**config.mk**
```make
export PLATFORM = sky130hd
export DESIGN_NAME = cs_acq_ctrl_flat
export DESIGN_NICKNAME = d
export VERILOG_FILES = /design/src/rtl/cs_acq_ctrl_if.sv /design/src/rtl/cs_acq_ctrl.sv /design/src/flat_wrapper.sv
export SDC_FILE = /design/constraint.sdc
export NUM_CORES = 1
export LEC_CHECK = 0
export CORE_MARGIN = 2
export CORE_UTILIZATION = 45
export CTS_CLUSTER_SIZE = 14
export DETAILED_ROUTE_END_ITERATION = 16
export PLACE_DENSITY = 0.74
export SETUP_SLACK_MARGIN = 0.02
export SYNTH_ARGS = -nofsm -noshare
export SYNTH_HDL_FRONTEND = slang
export SYNTH_SLANG_ARGS = --single-unit
```
**constraint.sdc**
```tcl
create_clock -name clk -period 2.7 [get_ports clk]
set_input_delay 0.54 -clock clk [delete_from_list [all_inputs] [get_ports clk]]
set_output_delay 0.54 -clock clk [all_outputs]
set_load 0.01 [all_outputs]
```
**src/rtl/cs_acq_ctrl_if.sv**
```systemverilog
// Handshake bundle between cs_acq_ctrl and its neighbours.
//   cmd_* : command decoder link (kdev mask, start fs, finish fd, err, busy)
//   num_* : cs_num link (fs/fd plus the two returned lengths)
//   adc_* : ADC engine link (fs/fd, device index, receive length)
//   eth_* : Ethernet engine link (fs/fd, transmit length)
// master = the sequencer, slave = the surrounding engines/decoder.
interface cs_acq_ctrl_if #(
  parameter int KDEV_W = 8
);
  localparam int DEV_W = $clog2(KDEV_W);

  logic [KDEV_W-1:0] cmd_kdev;
  logic              cmd_fs;
  logic              cmd_fd;
  logic              err;
  logic              busy;
  logic              num_fs;
  logic              num_fd;
  logic [9:0]        num_adc_len;
  logic [11:0]       num_eth_len;
  logic              adc_fs;
  logic              adc_fd;
  logic [DEV_W-1:0]  adc_dev;
  logic [9:0]        adc_len;
  logic              eth_fs;
  logic              eth_fd;
  logic [11:0]       eth_len;

  modport master (
    input  cmd_kdev, cmd_fs, num_fd, num_adc_len, num_eth_len, adc_fd, eth_fd,
    output cmd_fd, err, busy, num_fs, adc_fs, adc_dev, adc_len, eth_fs, eth_len
  );

  modport slave (
    output cmd_kdev, cmd_fs, num_fd, num_adc_len, num_eth_len, adc_fd, eth_fd,
    input  cmd_fd, err, busy, num_fs, adc_fs, adc_dev, adc_len, eth_fs, eth_len
  );
endinterface

```
**src/rtl/cs_acq_ctrl.sv**
```systemverilog
// Acquisition-cycle sequencer. On a start it latches the device mask, fetches
// ADC/Ethernet lengths from cs_num, reads every enabled device in ascending
// index order, sends one Ethernet frame and reports done. Every wait state is
// guarded by a timeout that lands in ERR.
//   clk, rst : clock, synchronous active-high reset
//   bus      : cs_acq_ctrl_if.master (all handshake / data signals)
// All outputs are registered.
module cs_acq_ctrl #(
  parameter int KDEV_W  = 8,
  parameter int TMO_CYC = 65535
) (
  input  logic           clk,
  input  logic           rst,
  cs_acq_ctrl_if.master  bus
);
  localparam int          DEV_W    = $clog2(KDEV_W);
  localparam logic [15:0] TMO_LAST = 16'(TMO_CYC - 1);

  typedef enum logic [3:0] {
    IDLE, NUM, NUM_REL, SCAN, ADC, ADC_REL, ETH, ETH_REL, DONE, ERR
  } state_e;

  state_e             state_q, state_d;
  logic [KDEV_W-1:0]  mask_q, mask_d;
  logic [DEV_W-1:0]   adc_dev_q, adc_dev_d, low_idx;
  logic [9:0]         adc_len_q, adc_len_d;
  logic [11:0]        eth_len_q, eth_len_d;
  logic [15:0]        cnt_q, cnt_d;
  logic               err_q, err_d;
  logic               cmd_fd_q, cmd_fd_d;
  logic               busy_q, busy_d;
  logic               num_fs_q, num_fs_d;
  logic               adc_fs_q, adc_fs_d;
  logic               eth_fs_q, eth_fs_d;
  logic               wait_st;

  // Lowest set bit of the working mask; scanning downward lets the lowest win.
  always_comb begin
    low_idx = '0;
    for (int i = KDEV_W - 1; i >= 0; i--)
      if (mask_q[i]) low_idx = DEV_W'(i);
  end

  always_comb begin
    state_d   = state_q;
    mask_d    = mask_q;
    adc_dev_d = adc_dev_q;
    adc_len_d = adc_len_q;
    eth_len_d = eth_len_q;
    err_d     = err_q;
    wait_st   = state_q inside {NUM, NUM_REL, ADC, ADC_REL, ETH, ETH_REL};

    unique case (state_q)
      IDLE: if (bus.cmd_fs) begin
        mask_d  = bus.cmd_kdev;
        err_d   = 1'b0;
        state_d = (bus.cmd_kdev == '0) ? DONE : NUM;
      end
      NUM: if (bus.num_fd) begin
        adc_len_d = bus.num_adc_len;
        eth_len_d = bus.num_eth_len;
        state_d   = NUM_REL;
      end
      NUM_REL: if (!bus.num_fd) state_d = SCAN;
      SCAN: if (mask_q == '0) state_d = ETH;
            else begin
              adc_dev_d = low_idx;
              state_d   = ADC;
            end
      ADC: if (bus.adc_fd) begin
        mask_d[adc_dev_q] = 1'b0;
        state_d           = ADC_REL;
      end
      ADC_REL: if (!bus.adc_fd) state_d = SCAN;
      ETH:     if (bus.eth_fd)  state_d = ETH_REL;
      ETH_REL: if (!bus.eth_fd) state_d = DONE;
      DONE, ERR: if (!bus.cmd_fs) state_d = IDLE;
      default: state_d = IDLE;
    endcase

    // A handshake completing on the last allowed cycle still wins.
    if (wait_st && state_d == state_q && cnt_q == TMO_LAST) state_d = ERR;
    if (state_d == ERR) err_d = 1'b1;

    cnt_d = (state_d != state_q || !wait_st) ? 16'd0 : cnt_q + 16'd1;

    // fs/busy look at the next state so they move on the same edge as the FSM.
    num_fs_d = (state_d == NUM);
    adc_fs_d = (state_d == ADC);
    eth_fs_d = (state_d == ETH);
    busy_d   = (state_d != IDLE);
    // cmd_fd rises one edge after DONE/ERR is reached and falls on the edge
    // that sees cmd_fs low.
    cmd_fd_d = (state_q inside {DONE, ERR}) && bus.cmd_fs;
  end

  always_ff @(posedge clk) begin
    if (rst) begin
      state_q   <= IDLE;
      mask_q    <= '0;
      adc_dev_q <= '0;
      adc_len_q <= '0;
      eth_len_q <= '0;
      cnt_q     <= '0;
      err_q     <= 1'b0;
      cmd_fd_q  <= 1'b0;
      busy_q    <= 1'b0;
      num_fs_q  <= 1'b0;
      adc_fs_q  <= 1'b0;
      eth_fs_q  <= 1'b0;
    end else begin
      state_q   <= state_d;
      mask_q    <= mask_d;
      adc_dev_q <= adc_dev_d;
      adc_len_q <= adc_len_d;
      eth_len_q <= eth_len_d;
      cnt_q     <= cnt_d;
      err_q     <= err_d;
      cmd_fd_q  <= cmd_fd_d;
      busy_q    <= busy_d;
      num_fs_q  <= num_fs_d;
      adc_fs_q  <= adc_fs_d;
      eth_fs_q  <= eth_fs_d;
    end
  end

  assign bus.cmd_fd  = cmd_fd_q;
  assign bus.err     = err_q;
  assign bus.busy    = busy_q;
  assign bus.num_fs  = num_fs_q;
  assign bus.adc_fs  = adc_fs_q;
  assign bus.adc_dev = adc_dev_q;
  assign bus.adc_len = adc_len_q;
  assign bus.eth_fs  = eth_fs_q;
  assign bus.eth_len = eth_len_q;
endmodule

```
**src/flat_wrapper.sv**
```systemverilog
// flat-port wrapper written by rule: the top's interface ports become plain ports
module cs_acq_ctrl_flat 
#(
  parameter int KDEV_W  = 8,
  parameter int TMO_CYC = 65535
)
  (clk, rst, bus_cmd_kdev, bus_cmd_fs, bus_num_fd, bus_num_adc_len, bus_num_eth_len, bus_adc_fd, bus_eth_fd, bus_cmd_fd, bus_err, bus_busy, bus_num_fs, bus_adc_fs, bus_adc_dev, bus_adc_len, bus_eth_fs, bus_eth_len);
  cs_acq_ctrl_if #(.KDEV_W(KDEV_W)) bus_i ();
  input  logic clk;
  input  logic rst;
  input wire logic [$bits(bus_i.cmd_kdev)-1:0] bus_cmd_kdev;
  input wire logic [$bits(bus_i.cmd_fs)-1:0] bus_cmd_fs;
  input wire logic [$bits(bus_i.num_fd)-1:0] bus_num_fd;
  input wire logic [$bits(bus_i.num_adc_len)-1:0] bus_num_adc_len;
  input wire logic [$bits(bus_i.num_eth_len)-1:0] bus_num_eth_len;
  input wire logic [$bits(bus_i.adc_fd)-1:0] bus_adc_fd;
  input wire logic [$bits(bus_i.eth_fd)-1:0] bus_eth_fd;
  output wire logic [$bits(bus_i.cmd_fd)-1:0] bus_cmd_fd;
  output wire logic [$bits(bus_i.err)-1:0] bus_err;
  output wire logic [$bits(bus_i.busy)-1:0] bus_busy;
  output wire logic [$bits(bus_i.num_fs)-1:0] bus_num_fs;
  output wire logic [$bits(bus_i.adc_fs)-1:0] bus_adc_fs;
  output wire logic [$bits(bus_i.adc_dev)-1:0] bus_adc_dev;
  output wire logic [$bits(bus_i.adc_len)-1:0] bus_adc_len;
  output wire logic [$bits(bus_i.eth_fs)-1:0] bus_eth_fs;
  output wire logic [$bits(bus_i.eth_len)-1:0] bus_eth_len;
  assign bus_i.cmd_kdev = bus_cmd_kdev;
  assign bus_i.cmd_fs = bus_cmd_fs;
  assign bus_i.num_fd = bus_num_fd;
  assign bus_i.num_adc_len = bus_num_adc_len;
  assign bus_i.num_eth_len = bus_num_eth_len;
  assign bus_i.adc_fd = bus_adc_fd;
  assign bus_i.eth_fd = bus_eth_fd;
  assign bus_cmd_fd = bus_i.cmd_fd;
  assign bus_err = bus_i.err;
  assign bus_busy = bus_i.busy;
  assign bus_num_fs = bus_i.num_fs;
  assign bus_adc_fs = bus_i.adc_fs;
  assign bus_adc_dev = bus_i.adc_dev;
  assign bus_adc_len = bus_i.adc_len;
  assign bus_eth_fs = bus_i.eth_fs;
  assign bus_eth_len = bus_i.eth_len;
  cs_acq_ctrl #(.KDEV_W(KDEV_W), .TMO_CYC(TMO_CYC)) u_core (.clk(clk), .rst(rst), .bus(bus_i));
endmodule
```
==> impl_metrics.toml <==
[drt]
drc = 0
wl_met3_um = 297
initialDrtViolationCount = 103
vias = 2496
top_layer = "met4"
wl_mm = 6.45
wl_per_cell_um = 13.4
wl_met1_mm = 3.03
dr.pass1.iters = 4
wl_met2_mm = 2.98
vias_per_cell = 5.19
ant_nets = 0

[synth]
synthAdderAreaFrac_pct = 0.917
synth_xor_area_share_pct = 4.49
synth_ff_type = "dfxtp_1"
syn_area_per_cell_sq_um = 8.30
syn_nets = 367
ys_warn_count = 0
yosysSeqAreaShare_pct = 43.3
synthCells = 329
synth_compound_area_share_pct = 17.7
synthArstFlopShare_pct = 0
synth_top_family_by_area = "simple AND/OR/NAND/NOR gates"
netlist.area_leader.share_pct = 43.3
synth_mux_area_share_pct = 0.412
yosys-top-cells-area = "dfxtp_1 43%, nand2_1 9.2%, a21oi_1 7.1%, nor3_2 3.7%, xor2_1 2.6%"
ys_types = 49
synth_area_sq_mm = 0.00273
yosys.area_share.simple_pct = 28.1
ys_ff_latch = 59
synth_edf_count = 0
yosysTopAreaCell = "dfxtp_1"

[layout]
n_antenna_cell = 0
final_cell_mix = "67 x nand2_1, 66 x clkdlybuf4s50_1, 59 x dfxtp_1, 39 x a21oi_1, 15 x nor2_1"
syn_to_final_growth_pct = 35.2
fin_area_sq_mm = 0.00369
drive_gt1_share_pct = 11.1
layout_commonest_cell = "nand2_1"
layout.nets = 440

[die]
row_count = 28
ios = 67
initial_core_util_pct = 46.4
dieHeight_um = 81.9
die_x_um = 81.9
coreArea_sq_mm = 0.00589
die-area_sq_mm = 0.00671

[critical_path]
max_stage_delay_ns = 0.78
cp_slowest_cell = "o41ai_1"
reg2reg_depth = 5
required_ns = 2.89
reg2reg_slack_ns = 0.35
cp-end-kind = "flop"
worstPathCellList = "clkdlybuf4s50_1 > nor4_1 > a2111oi_0 > o31a_1 > o41ai_1 > nor4_1"
cp-start-kind = "primary input"
arrival_ns = 2.71
path_class = "primary input to flop"
critPathMostFrequentCell = "nor4_1"
crit_buf_inv = 1
reg2reg_to = "u_core.bus.adc_fs"
cp_top_family = "compound AO/OA/AOI/OAI gates"
crit_path_max_fanout = 5
cp-startpoint = "bus_cmd_kdev[1]"
regToRegStartpoint = "u_core.state_q[3]"

[grt]
antenna_found_initial = 0
grt.total_usage_pct = 20.1
grt_max_degree = 31
grt.overflow.total = 0
grt_pass1_vias = 2222
grt_pass1_wl_mm = 10.3

[clock_tree]
cts_htree_levels = 3
cts_resized = 0
cts_made_buffers = 9
clk_latency_ns = 0.33
clockBufferDepth = 2
clkSlewWorstSetupHoldPaths_ns = 0.07
cts_tree = "yes"
cts_root_buffer = "clkbuf_8"
postCtsHoldBufs = 0
cts_sinks = 59
postCtsSetupBuffers = 0

[timing]
timing.final.crit_share_pct = 93.3
setup-violations-final = 0
drv_slew = 0
final_hold_viol_count = 0
fin_skew_ns = 0.00867
relSlewSlack_pct = 45.4
period_needed_ns = 2.52
worstMarginPinSlew_ns = 0.809
setup_ws_ns = 0.180
rsz0062_at_grt = "no"
finalSetupTns_ns = 0
fmax_ghz = 0.397

[placed_design]
post_dp_cell_area_sq_mm = 0.00351
hpwlAfterDp_mm = 4.52
finalWeightedCongestion = 0.859
io_buffers = 66
pre_cts_ws_ns = -0.151

[run]
maxCapViolCount = 0

[run_status]
status = "completed"

[power_and_ir_drop]
p_leak_nw = 1.25
p_per_area_mw_per_mm2 = 545
ir_drop_uv = 315

[hold_path]
min_to = "u_core.bus.eth_len[0]"
hold_path_class = "flop to flop"
hp-start = "u_core.bus.eth_len[0]"
hold_depth = 2
## power breakdown
| part | switching (mW) | total [mW] | internal, mW |
|---|---|---|---|
| Sequential | 0.0334 | 0.942 | 0.908 |
| Clock | 0.326 | 0.726 | 0.400 |
| Combinational | 0.169 | 0.344 | 0.174 |
| Total | 0.529 | 2.01 | 1.48 |
## routing by layer
metal	vias up	GRT usage [%]
met5	-	0
met4	0	10.2
met3	14	4.84
met2	52	30.1
met1	1128	26.9
li1	1302	-
## sequential cells by signal (all words and copies together) (netlist names)
register and flops:
u_core.bus.err 1, u_core.bus.adc_len 10, u_core.cnt_q 16, u_core.bus.busy 1, u_core.bus.adc_fs 1, u_core.bus.adc_dev 3, u_core.bus.num_fs 1, u_core.state_q 4
u_core.mask_q 8, u_core.bus.eth_len 12, u_core.bus.cmd_fd 1, u_core.bus.eth_fs 1
## synthesized netlist by cell type (2+ instances only)
library cell  count
or3_1             3
nand3_1           8
nand4_1           3
o21ai_0          13
inv_1            10
nand4b_1          2
buf_6             2
nand2_1          67
ha_1              2
a31oi_1           8
dfxtp_1          59
or3b_1            2
nand2b_1          3
nor2b_1           3
nor3_2           10
a21oi_1          39
xor2_1            8
clkbuf_1          9
nand3b_1          2
or4_1             3
nor3_1           12
o31a_1            2
a21o_1            3
xnor2_1           6
nor4_1            6
a211oi_1          2
buf_2             5
o21a_1            2
nor2_1           15
## kinds of logic after synthesis
family,Yosys count
buffers and inverters,27
adder cells (fa/ha/maj),2
flip-flops,59
AND/OR/NAND/NOR,147
AO/OA/AOI/OAI,79
multiplexers,1
XOR/XNOR,14
## per-stage QoR
step	hold WS (ns)	util, %	cells	power, mW
floorplan	0.463	-	329	1.15
global placement	0.441	59.7	466	1.30
detailed placement	0.446	59.7	466	1.30
CTS	0.454	62.7	481	2.03
global route	0.474	62.7	481	2.11
finish	0.453	62.7	481	2.01
## cell type report
class | instances | area (sq um)
clock buffer | 13 | 169
clock inverter | 2 | 10.0
fill | 512 | 2200
inverter | 10 | 37.5
multi-input combinational | 243 | 1420
sequential | 59 | 1180
tap | 75 | 93.8
timing repair buffer | 79 | 783
## worst reg2reg max path, cell delays in order, from the launching register on
cell,delay [ns]
dfxtp_1,0.49
or4b_4,0.61
a21oi_4,0.16
nor4_1,0.09
o41ai_1,0.77
nor4_1,0.10
## how the worst max path moves through the flow
stage / slack, ns / to / cells after the start
4_1_cts: 0.18 / u_core.bus.eth_fs / 6
2_1_floorplan: 0.55 / u_core.bus.eth_fs / 5
6_report: 0.18 / u_core.bus.adc_fs / 6
3_3_place_gp: -0.09 / u_core.bus.eth_fs / 6
5_1_grt: 0.05 / u_core.bus.eth_fs / 6
3_5_place_dp: -0.15 / u_core.bus.adc_fs / 6
No activity file was read; power rests on OpenSTA's default activity.
